$ cat src/rtl/mem_bus_bridge_pkg.sv
// Shared types for the CPU memory bus bridge: FSM states, region decode and
// the value returned for vacant reads.
package mem_bus_bridge_pkg;

  typedef enum logic [1:0] {
    StIdle,
    StRamRd,
    StPerWait,
    StErr
  } state_e;

  typedef enum logic [1:0] {
    RegionRam,
    RegionPer,
    RegionUnmapped
  } region_e;

  localparam logic [15:0] VacantRead = 16'h3FFF;

  // RAM wins over the peripheral window if the two ever overlap.
  function automatic region_e decode_region(input logic [15:0] addr,
                                            input logic [15:0] ram_base,
                                            input logic [15:0] ram_size,
                                            input logic [15:0] per_limit);
    logic [16:0] ram_end;
    ram_end = {1'b0, ram_base} + {1'b0, ram_size};
    if (({1'b0, addr} >= {1'b0, ram_base}) && ({1'b0, addr} < ram_end)) begin
      return RegionRam;
    end else if (addr <= per_limit) begin
      return RegionPer;
    end else begin
      return RegionUnmapped;
    end
  endfunction

endpackage

$ cat src/rtl/mem_bus_bridge_if.sv
// CPU-side, RAM-side and peripheral-side signals of the memory bus bridge.
// master = CPU/RAM/peripheral side, slave = the bridge itself.
interface mem_bus_bridge_if #(
  parameter int unsigned RamAw = 10
) ();

  logic             MREQ;
  logic [15:0]      MAB;
  logic [15:0]      MDBout;
  logic             BW;
  logic             MW;
  logic [15:0]      MDBin;
  logic             MRDY;
  logic             ram_en;
  logic             ram_we;
  logic [RamAw-1:0] ram_addr;
  logic [1:0]       ram_be;
  logic [15:0]      ram_wdata;
  logic [15:0]      ram_rdata;
  logic             per_en;
  logic             per_we;
  logic [15:0]      per_addr;
  logic [1:0]       per_be;
  logic [15:0]      per_wdata;
  logic [15:0]      per_rdata;
  logic             per_ack;
  logic             bus_err;

  modport slave (
    input  MREQ, MAB, MDBout, BW, MW, ram_rdata, per_rdata, per_ack,
    output MDBin, MRDY, ram_en, ram_we, ram_addr, ram_be, ram_wdata,
    output per_en, per_we, per_addr, per_be, per_wdata, bus_err
  );

  modport master (
    output MREQ, MAB, MDBout, BW, MW, ram_rdata, per_rdata, per_ack,
    input  MDBin, MRDY, ram_en, ram_we, ram_addr, ram_be, ram_wdata,
    input  per_en, per_we, per_addr, per_be, per_wdata, bus_err
  );

endinterface

$ cat src/rtl/mem_lane_steer.sv
// Byte-lane steering: byte enables and write-data replication on the way out,
// lane selection and zero-extension of read data on the way back.
module mem_lane_steer (
  input  logic        bw_i,
  input  logic        a0_i,
  input  logic [15:0] wdata_i,
  input  logic [15:0] rdata_i,
  output logic [1:0]  be_o,
  output logic [15:0] wdata_o,
  output logic [15:0] rdata_o
);

  always_comb begin
    if (bw_i) begin
      be_o    = a0_i ? 2'b10 : 2'b01;
      wdata_o = {wdata_i[7:0], wdata_i[7:0]};
      rdata_o = {8'h00, (a0_i ? rdata_i[15:8] : rdata_i[7:0])};
    end else begin
      be_o    = 2'b11;
      wdata_o = wdata_i;
      rdata_o = rdata_i;
    end
  end

endmodule

$ cat src/rtl/mem_bus_bridge.sv
// Decodes CPU bus cycles into zero/one-wait RAM accesses or handshaked
// peripheral accesses with an ack timeout; stalls the CPU through MRDY.
module mem_bus_bridge
  import mem_bus_bridge_pkg::*;
#(
  parameter logic [15:0] RAM_BASE  = 16'h1C00,
  parameter logic [15:0] RAM_SIZE  = 16'h0800,
  parameter logic [15:0] PER_LIMIT = 16'h0FFF,
  parameter int unsigned TIMEOUT   = 8
) (
  input logic           MCLK,
  input logic           reset,
  mem_bus_bridge_if.slave bus
);

  localparam int unsigned RamAw      = $clog2(RAM_SIZE) - 1;
  localparam logic [7:0]  TimeoutCnt = 8'(TIMEOUT);

  state_e      state_q, state_d;
  logic [7:0]  cnt_q, cnt_d;
  logic        per_en_q, per_en_d;
  logic        per_we_q, per_we_d;
  logic [15:0] per_addr_q, per_addr_d;
  logic [1:0]  per_be_q, per_be_d;
  logic [15:0] per_wdata_q, per_wdata_d;

  region_e     region;
  logic [15:0] ram_off;
  logic [1:0]  lane_be;
  logic [15:0] lane_wdata;
  logic [15:0] rdata_raw;
  logic [15:0] rdata_aligned;
  logic        unused_ram_off;

  assign region         = decode_region(bus.MAB, RAM_BASE, RAM_SIZE, PER_LIMIT);
  assign ram_off        = bus.MAB - RAM_BASE;
  assign unused_ram_off = ^{ram_off[15:RamAw+1], ram_off[0]};

  // The CPU holds MAB/BW stable while stalled, so one steering instance serves
  // both the request cycle and the completion cycle.
  assign rdata_raw = (state_q == StRamRd) ? bus.ram_rdata : bus.per_rdata;

  mem_lane_steer u_lane_steer (
    .bw_i    (bus.BW),
    .a0_i    (bus.MAB[0]),
    .wdata_i (bus.MDBout),
    .rdata_i (rdata_raw),
    .be_o    (lane_be),
    .wdata_o (lane_wdata),
    .rdata_o (rdata_aligned)
  );

  always_ff @(posedge MCLK) begin
    if (reset) begin
      state_q     <= StIdle;
      cnt_q       <= '0;
      per_en_q    <= 1'b0;
      per_we_q    <= 1'b0;
      per_addr_q  <= '0;
      per_be_q    <= '0;
      per_wdata_q <= '0;
    end else begin
      state_q     <= state_d;
      cnt_q       <= cnt_d;
      per_en_q    <= per_en_d;
      per_we_q    <= per_we_d;
      per_addr_q  <= per_addr_d;
      per_be_q    <= per_be_d;
      per_wdata_q <= per_wdata_d;
    end
  end

  always_comb begin
    state_d     = state_q;
    cnt_d       = cnt_q;
    per_en_d    = per_en_q;
    per_we_d    = per_we_q;
    per_addr_d  = per_addr_q;
    per_be_d    = per_be_q;
    per_wdata_d = per_wdata_q;
    unique case (state_q)
      StIdle: begin
        if (bus.MREQ) begin
          if (region == RegionRam && !bus.MW) begin
            state_d = StRamRd;
          end else if (region == RegionPer) begin
            state_d     = StPerWait;
            cnt_d       = '0;
            per_en_d    = 1'b1;
            per_we_d    = bus.MW;
            per_addr_d  = bus.MAB;
            per_be_d    = lane_be;
            per_wdata_d = bus.MW ? lane_wdata : 16'h0000;
          end
        end
      end
      StRamRd: state_d = StIdle;
      StPerWait: begin
        cnt_d = cnt_q + 8'd1;
        // Ack is tested first so an ack on the final wait cycle still completes.
        if (bus.per_ack) begin
          state_d  = StIdle;
          per_en_d = 1'b0;
          per_we_d = 1'b0;
        end else if (cnt_d == TimeoutCnt) begin
          state_d  = StErr;
          per_en_d = 1'b0;
          per_we_d = 1'b0;
        end
      end
      StErr:   state_d = StIdle;
      default: state_d = StIdle;
    endcase
  end

  always_comb begin
    bus.MRDY      = 1'b1;
    bus.MDBin     = 16'h0000;
    bus.bus_err   = 1'b0;
    bus.ram_en    = 1'b0;
    bus.ram_we    = 1'b0;
    bus.ram_addr  = '0;
    bus.ram_be    = 2'b00;
    bus.ram_wdata = 16'h0000;
    unique case (state_q)
      StIdle: begin
        if (bus.MREQ) begin
          unique case (region)
            RegionRam: begin
              bus.ram_en    = 1'b1;
              bus.ram_we    = bus.MW;
              bus.ram_addr  = ram_off[RamAw:1];
              bus.ram_be    = lane_be;
              bus.ram_wdata = bus.MW ? lane_wdata : 16'h0000;
              bus.MRDY      = bus.MW;
            end
            RegionPer: bus.MRDY = 1'b0;
            default: begin
              bus.bus_err = 1'b1;
              if (!bus.MW) bus.MDBin = VacantRead;
            end
          endcase
        end
      end
      StRamRd: bus.MDBin = rdata_aligned;
      StPerWait: begin
        if (bus.per_ack) begin
          if (!bus.MW) bus.MDBin = rdata_aligned;
        end else begin
          bus.MRDY = 1'b0;
        end
      end
      StErr: begin
        bus.bus_err = 1'b1;
        if (!bus.MW) bus.MDBin = VacantRead;
      end
      default: ;
    endcase
  end

  assign bus.per_en    = per_en_q;
  assign bus.per_we    = per_we_q;
  assign bus.per_addr  = per_addr_q;
  assign bus.per_be    = per_be_q;
  assign bus.per_wdata = per_wdata_q;

endmodule
$ cat src/flat_wrapper.sv
// flat-port wrapper written by rule: the top's interface ports become plain ports
module mem_bus_bridge_flat import mem_bus_bridge_pkg::*;
#(
  parameter logic [15:0] RAM_BASE  = 16'h1C00,
  parameter logic [15:0] RAM_SIZE  = 16'h0800,
  parameter logic [15:0] PER_LIMIT = 16'h0FFF,
  parameter int unsigned TIMEOUT   = 8
)
  (MCLK, reset, bus_MREQ, bus_MAB, bus_MDBout, bus_BW, bus_MW, bus_ram_rdata, bus_per_rdata, bus_per_ack, bus_MDBin, bus_MRDY, bus_ram_en, bus_ram_we, bus_ram_addr, bus_ram_be, bus_ram_wdata, bus_per_en, bus_per_we, bus_per_addr, bus_per_be, bus_per_wdata, bus_bus_err);
  mem_bus_bridge_if bus_i ();
  input logic MCLK;
  input logic reset;
  input wire logic [$bits(bus_i.MREQ)-1:0] bus_MREQ;
  input wire logic [$bits(bus_i.MAB)-1:0] bus_MAB;
  input wire logic [$bits(bus_i.MDBout)-1:0] bus_MDBout;
  input wire logic [$bits(bus_i.BW)-1:0] bus_BW;
  input wire logic [$bits(bus_i.MW)-1:0] bus_MW;
  input wire logic [$bits(bus_i.ram_rdata)-1:0] bus_ram_rdata;
  input wire logic [$bits(bus_i.per_rdata)-1:0] bus_per_rdata;
  input wire logic [$bits(bus_i.per_ack)-1:0] bus_per_ack;
  output wire logic [$bits(bus_i.MDBin)-1:0] bus_MDBin;
  output wire logic [$bits(bus_i.MRDY)-1:0] bus_MRDY;
  output wire logic [$bits(bus_i.ram_en)-1:0] bus_ram_en;
  output wire logic [$bits(bus_i.ram_we)-1:0] bus_ram_we;
  output wire logic [$bits(bus_i.ram_addr)-1:0] bus_ram_addr;
  output wire logic [$bits(bus_i.ram_be)-1:0] bus_ram_be;
  output wire logic [$bits(bus_i.ram_wdata)-1:0] bus_ram_wdata;
  output wire logic [$bits(bus_i.per_en)-1:0] bus_per_en;
  output wire logic [$bits(bus_i.per_we)-1:0] bus_per_we;
  output wire logic [$bits(bus_i.per_addr)-1:0] bus_per_addr;
  output wire logic [$bits(bus_i.per_be)-1:0] bus_per_be;
  output wire logic [$bits(bus_i.per_wdata)-1:0] bus_per_wdata;
  output wire logic [$bits(bus_i.bus_err)-1:0] bus_bus_err;
  assign bus_i.MREQ = bus_MREQ;
  assign bus_i.MAB = bus_MAB;
  assign bus_i.MDBout = bus_MDBout;
  assign bus_i.BW = bus_BW;
  assign bus_i.MW = bus_MW;
  assign bus_i.ram_rdata = bus_ram_rdata;
  assign bus_i.per_rdata = bus_per_rdata;
  assign bus_i.per_ack = bus_per_ack;
  assign bus_MDBin = bus_i.MDBin;
  assign bus_MRDY = bus_i.MRDY;
  assign bus_ram_en = bus_i.ram_en;
  assign bus_ram_we = bus_i.ram_we;
  assign bus_ram_addr = bus_i.ram_addr;
  assign bus_ram_be = bus_i.ram_be;
  assign bus_ram_wdata = bus_i.ram_wdata;
  assign bus_per_en = bus_i.per_en;
  assign bus_per_we = bus_i.per_we;
  assign bus_per_addr = bus_i.per_addr;
  assign bus_per_be = bus_i.per_be;
  assign bus_per_wdata = bus_i.per_wdata;
  assign bus_bus_err = bus_i.bus_err;
  mem_bus_bridge #(.RAM_BASE(RAM_BASE), .RAM_SIZE(RAM_SIZE), .PER_LIMIT(PER_LIMIT), .TIMEOUT(TIMEOUT)) u_core (.MCLK(MCLK), .reset(reset), .bus(bus_i));
endmodule
$ cat config.mk
export PLATFORM = sky130hd
export DESIGN_NAME = mem_bus_bridge_flat
export DESIGN_NICKNAME = d
export VERILOG_FILES = /design/src/rtl/mem_bus_bridge_pkg.sv /design/src/rtl/mem_bus_bridge_if.sv /design/src/rtl/mem_lane_steer.sv /design/src/rtl/mem_bus_bridge.sv /design/src/flat_wrapper.sv
export SDC_FILE = /design/constraint.sdc
export NUM_CORES = 1
export LEC_CHECK = 0
export CORE_MARGIN = 2
export CORE_UTILIZATION = 39
export DETAILED_ROUTE_END_ITERATION = 12
export HOLD_SLACK_MARGIN = 0.06
export PLACE_DENSITY = 0.93
export RECOVER_POWER = 50
export SLEW_MARGIN = 20
export SYNTH_ARGS = -nofsm -noshare
export SYNTH_HDL_FRONTEND = slang
export SYNTH_HIERARCHICAL = 1
export SYNTH_SLANG_ARGS = --single-unit
$ cat constraint.sdc
create_clock -name MCLK -period 3.3 [get_ports MCLK]
set_clock_uncertainty 0.2 [all_clocks]
set_input_delay 0.33 -clock MCLK [delete_from_list [all_inputs] [get_ports MCLK]]
set_output_delay 0.33 -clock MCLK [all_outputs]
set_load 0.05 [all_outputs]
# [After elaboration in Yosys (flattened, before gate mapping)]
# Index checks and enable logic that the tools add are counted.
[word_totals] input_bits=70 regBits=46 wordCells=92 out_inout_bits=84
[classes] order_cmp=3 addsub=2 n_bitwise=1 n_eq_ne=10 mux=57 reduce_logical=12
[ops] cell="two-way mux 16 bit" n=11
[ops] cell="one-hot mux 16 bit (4 select lines)" n=1
[ops] cell="two-way mux 8 bit" n=4
[ops] cell="two-way mux 10 bit" n=3
[ops] cell="two-way mux 2 bit" n=12
[ops] cell="two-way mux 1 bit" n=18
[ops] cell="greater-or-equal comparator 16 x 13 -> 1 bit (second input constant)" n=1
[ops] cell="less-or-equal comparator 16 x 12 -> 1 bit (second input constant)" n=1
[ops] cell="< comparator 16 x 14 -> 1 bit (second input constant)" n=1
[ops] cell="one-hot mux 8 bit (2 select lines)" n=1
[ops] cell="two-way mux 14 bit" n=1
[ops] cell="subtractor 11 bit (second input constant)" n=1
[ops] cell="one-hot mux 1 bit (2 select lines)" n=5
[ops] cell="adder 8 x 1 -> 8 bit (second input constant)" n=1
[ops] cell="== test 8 x 4 -> 1 bit (second input constant)" n=1
[ops] cell="AND reduction 4 bit" n=2
[ops] cell="one-hot mux 2 bit (3 select lines)" n=1
[ops] cell="AND reduction 5 bit" n=1
[ops] cell="== test 2 x 1 -> 1 bit (second input constant)" n=2
[ops] cell="== test 2 bit (second input constant)" n=2
[ops] cell="zero test 2 bit" n=2
[ops] cell="inequality test 2 bit (second input constant)" n=2
[ops] cell="OR reduction 2 bit" n=2
[ops] cell="inequality test 3 x 1 -> 1 bit (second input constant)" n=1
[ops] cell="other kinds (7)" n=8

# [Depth between registers and ports, before layout]
[depth] depth_word=8 depth_mapped=8 mapped_depth_nobuf=7

# [By module]
# The synthesis kept the hierarchy.
[by_module_without_submodules] module="mem_bus_bridge" cells_each=307 seq_area_each_um2=920.9 instances=1 area_each_um2=2444.8
[by_module_without_submodules] module="mem_lane_steer" cells_each=36 seq_area_each_um2=0.0 instances=1 area_each_um2=372.9

# [Worst setup path after synthesis]
# Ideal clock, no wire load.
[synth_timing] path_type="flip-flop to output port" startpoint="register u_core.state_q[1]" endpoint="output port bus_MDBin[0]" path_slack_ns=0.684 n_path_buf=2 t_required_ns=2.770 stages_incl_launch_ff=8 arrival_time_ns=2.086 cell_sequence="dfxtp_1 inv_1 ha_1 clkbuf_1 buf_1 mux2_2 mux2_4 a21o_1"
[synth_via] elab_chain_len=7 word_cells_on_any_way=10 cone_classes="eq/ne (3); mux (6); reduce/logical (1)"
[synth_lines] element="start: declaration" line="mem_bus_bridge.sv:19" source="state_e state_q, state_d;"
[synth_lines] element="start signal: assignment" line="mem_bus_bridge.sv:55" source="state_q <= StIdle;"
[synth_lines] element="start signal: assignment" line="mem_bus_bridge.sv:63" source="state_q <= state_d;"
[synth_lines] element="== test 2 x 1 -> 1 bit *" line="mem_bus_bridge.sv:41" source="assign rdata_raw = (state_q == StRamRd) ? bus.ram_rdata : bus.per_rdata;"
[synth_lines] element="two-way mux 16 bit *" line="mem_bus_bridge.sv:41"
[synth_lines] element="via u_core.rdata_raw[8]" line="mem_bus_bridge.sv:31" source="logic [15:0] rdata_raw;"
[synth_lines] element="two-way mux 8 bit *" line="mem_lane_steer.sv:17" source="rdata_o = {8'h00, (a0_i ? rdata_i[15:8] : rdata_i[7:0])};"
[synth_lines] element="two-way mux 16 bit *" line="mem_lane_steer.sv:14" source="if (bw_i) begin"
[synth_lines] element="via u_core.rdata_aligned[0]" line="mem_bus_bridge.sv:32" source="logic [15:0] rdata_aligned;"
[synth_lines] element="two-way mux 16 bit" line="mem_bus_bridge.sv:148" source="if (!bus.MW) bus.MDBin = rdata_aligned;"
[synth_lines] element="two-way mux 16 bit" line="mem_bus_bridge.sv:147" source="if (bus.per_ack) begin"
[synth_lines] element="one-hot mux 16 bit (4 select lines) *" line="mem_bus_bridge.sv:125" source="unique case (state_q)"
[synth_lines] element="end: declaration" line="flat_wrapper.sv:21" source="output wire logic [$bits(bus_i.MDBin)-1:0] bus_MDBin;"
# The timed path passes the listed nets; every way through them passes the cells marked *.

# [Final worst setup path]
[layout_timing] startpoint="register u_core.state_q[1]" endpoint="output port bus_MDBin[7]"
# The elaborated chain is that of the path after synthesis.

==> key figures <==
Setup path
  – CP Max Fanout: 17
  – CP top delay family: multiplexers
  – Crit path buffers/inverters: 2
  – Crit path DAT: 2.43 ns
  – CP max-delay cell: ha_1
  – Critical path required time: 2.77 ns
  – Crit path kind: register to primary output
  – Crit. End Element: primary output
  – CP max stage delay: 0.65 ns
  – CP Cell Sequence: inv_1 -> ha_1 -> mux2_2 -> mux2_4 -> a21o_1 -> buf_12
  – Worst Setup Start Kind: register

Routing
  – Iter 0 DRT Violations: 252
  – Via Count: 3001
  – Via density: 5.17
  – ANT nets after route: 0
  – Drt first pass iters: 4
  – Post-Route WL: 9440 um
  – Detailed-route wire length per cell: 16.3 um
  – Drc violations: 0

Die
  – Ports: 154
  – Die W: 89 um
  – CORE AREA: 0.00691 mm2
  – Num rows: 30
  – Die ar.: 0.00792 mm2
  – Initial Util: 0.408
  – Die H: 89 um

GRT
  – Overflow after GRT: 0
  – Initial antenna violation count: 0
  – All-Layer GR Usage: 0.228
  – Pin count of the biggest net entering global routing: 39
  – Vias in the first global route: 2980
  – First-pass GRT wire length: 14200 um

CTS
  – Clock network latency to the later pin of the worst-skew pair: 0.29 ns
  – H-tree depth: 2
  – Post-CTS Resized: 0
  – CTS tree: done
  – Reg clk slew, reported paths: 0.08 ns
  – Root Buffer Master: clkbuf_8
  – TritonCTS buffer count: 5
  – CTS Buffer Depth: 2
  – Setup bufs post-CTS: 0
  – Clock Sink Count: 46
  – CTS Hold Bufs: 0

Outcome
  – Outcome: complete, no violations

Timing
  – Worst slew margin: 0.491
  – RSZ-0062 raised after global routing: no
  – Slew at the pin closest to its max-slew limit: 0.764 ns
  – Fin crit period: 2.96 ns
  – Endpoints failing setup: 0
  – Fin. Hold Viols: 0
  – Fin Hold WS: 0.250 ns
  – Period utilization: 0.897
  – TNS Setup: 0 ns
  – Max Freq: 0.338 GHz
  – Pins Over Slew Limit: 0
  – Final worst slack: 0.341 ns

Yosys
  – Yosys warnings: 6
  – Top cells by count, synth: nand2_1 (53), dfxtp_1 (46), a21oi_1 (35), and2_1 (30), mux2_2 (23)
  – Post-synth top area cell: dfxtp_1
  – Number of synthesized flops with an enable pin: 0
  – Yosys top cell area share: 0.327
  – Post-synth top flop: dfxtp_1
  – Syn Area/Cell: 8.21 um2
  – Sequential share of the synthesized area: 0.327
  – Area contributors post-synth: dfxtp_1 (33%), mux2_2 (9.2%), nand2_1 (7.1%)
  – Most common cell in the netlist: nand2_1
  – Syn Std Cell Area: 0.00282 mm2
  – Library cells used by synthesis: 44
  – Syn_nets: 418
  – Post-synth ARST share: 0
  – Cell count after synthesis: 343
  – #FFs+latches synth: 46

Placement
  – Dpl cell area: 0.00482 mm2
  – Detail Placement HPWL: 7410 um
  – Final Wtd Congestion: 0.821
  – Buffers on Ports: 153
  – Placed cells: 572
  – Pre-CTS WS: 0.418 ns

Layout
  – Post-route insts no fill: 580
  – Fraction of layout cells with a size suffix above 1: 0.202
  – N_diodes: 0
  – Fin nets: 558
  – Fin area: 0.00492 mm2
  – Layout Utilization: 0.712
  – Fillers: 564
  – Area growth, synth to finish: 74.5%

Min path
  – Worst Hold Class: register to register

Pwr
  – Overall power: 2.28 mW
  – Power per cell area: 464 mW/mm2
  – Peak VDD IR: 0.225 mV
  – P_leak: 2.09 nW

Run
  – # Max-Cap Violations: 0
-- routing by layer --
| metal | routed length, um | global-route usage |
|---|---|---|
| met1 | 3540 | 0.252 |
| met2 | 4860 | 0.429 |
| met3 | 936 | 0.0656 |
| met4 | 101 | 0.0556 |
| met5 | 0 | 0 |
-- tightest hold or removal path: cells and delay by family, from the launching register on --
kind	cells	cell delay [ns]
AOI/OAI and AO/OA	1	0.05
DFF	1	0.31
and+or+nand+nor	1	0.05
-- cells by family (layout without fill, tap and decap cells) --
family | Yosys count | count (layout) | synth area share
AOI/OAI and AO/OA | 72 | 72 | 0.157
xor gates and xnor gates | 2 | 2 | 0.00622
adders and majority gates | 5 | 5 | 0.0222
buffers and inverters | 36 | 177 | 0.0662
DFF | 46 | 46 | 0.327
muxes | 34 | 34 | 0.147
and+or+nand+nor | 148 | 148 | 0.274
-- report_power, final --
| group | total [mW] | switching, mW | leakage (nW) | internal, mW |
|---|---|---|---|---|
| logic | 1.28 | 0.684 | 1.67 | 0.593 |
| registers | 0.592 | 0.0165 | 0.371 | 0.575 |
| clock network | 0.414 | 0.188 | 0.0514 | 0.226 |
-- layout by cell type (no fill, tap or decap), types with 5 or more instances in the layout --
cell             instances
buf_4                   10
buf_12                  45
and3_1                   6
nor2b_1                 10
clkdlybuf4s50_1         69
o21ai_0                 10
nand3_1                 19
nand2_1                 53
inv_1                    7
mux2_2                  23
dlygate4sd3_1           37
mux2_4                   9
ha_1                     5
dfxtp_1                 46
a21oi_1                 35
a21o_1                  16
and2_1                  29
nor2_1                   8
clkbuf_8                 5
-- state kept, by name, indices dropped and copies added (netlist names) --
name / flops
u_core/bus.per_addr: 16
u_core/bus.per_be: 2
u_core/bus.per_en: 1
u_core/bus.per_wdata: 16
u_core/bus.per_we: 1
u_core/cnt_q: 8
u_core/state_q: 2
-- cell type report --
type	count	area [um2]	share of cell area
timing repair buffer	162	2040	0.415
clock buffer	6	72.6	0.0148
sequential	46	921	0.187
multi-input combinational	261	1700	0.345
inverter	7	26.3	0.00534
clock inverter	2	37.5	0.00764
tap	96	120	0.0244
-- final timing paths --
kind / startpoint / to / slack [ns] / cells after the start
setup / recovery: u_core/state_q[1] / bus_MDBin[7] / 0.34 / 6
hold / removal: u_core/bus.per_wdata[1] / u_core/bus.per_wdata[1] / 0.25 / 2
setup reg to reg: u_core/state_q[0] / u_core/bus.per_addr[15] / 0.94 / 6
hold reg to reg: u_core/bus.per_wdata[1] / u_core/bus.per_wdata[1] / 0.25 / 2
No activity file was read; power rests on OpenSTA's default activity.
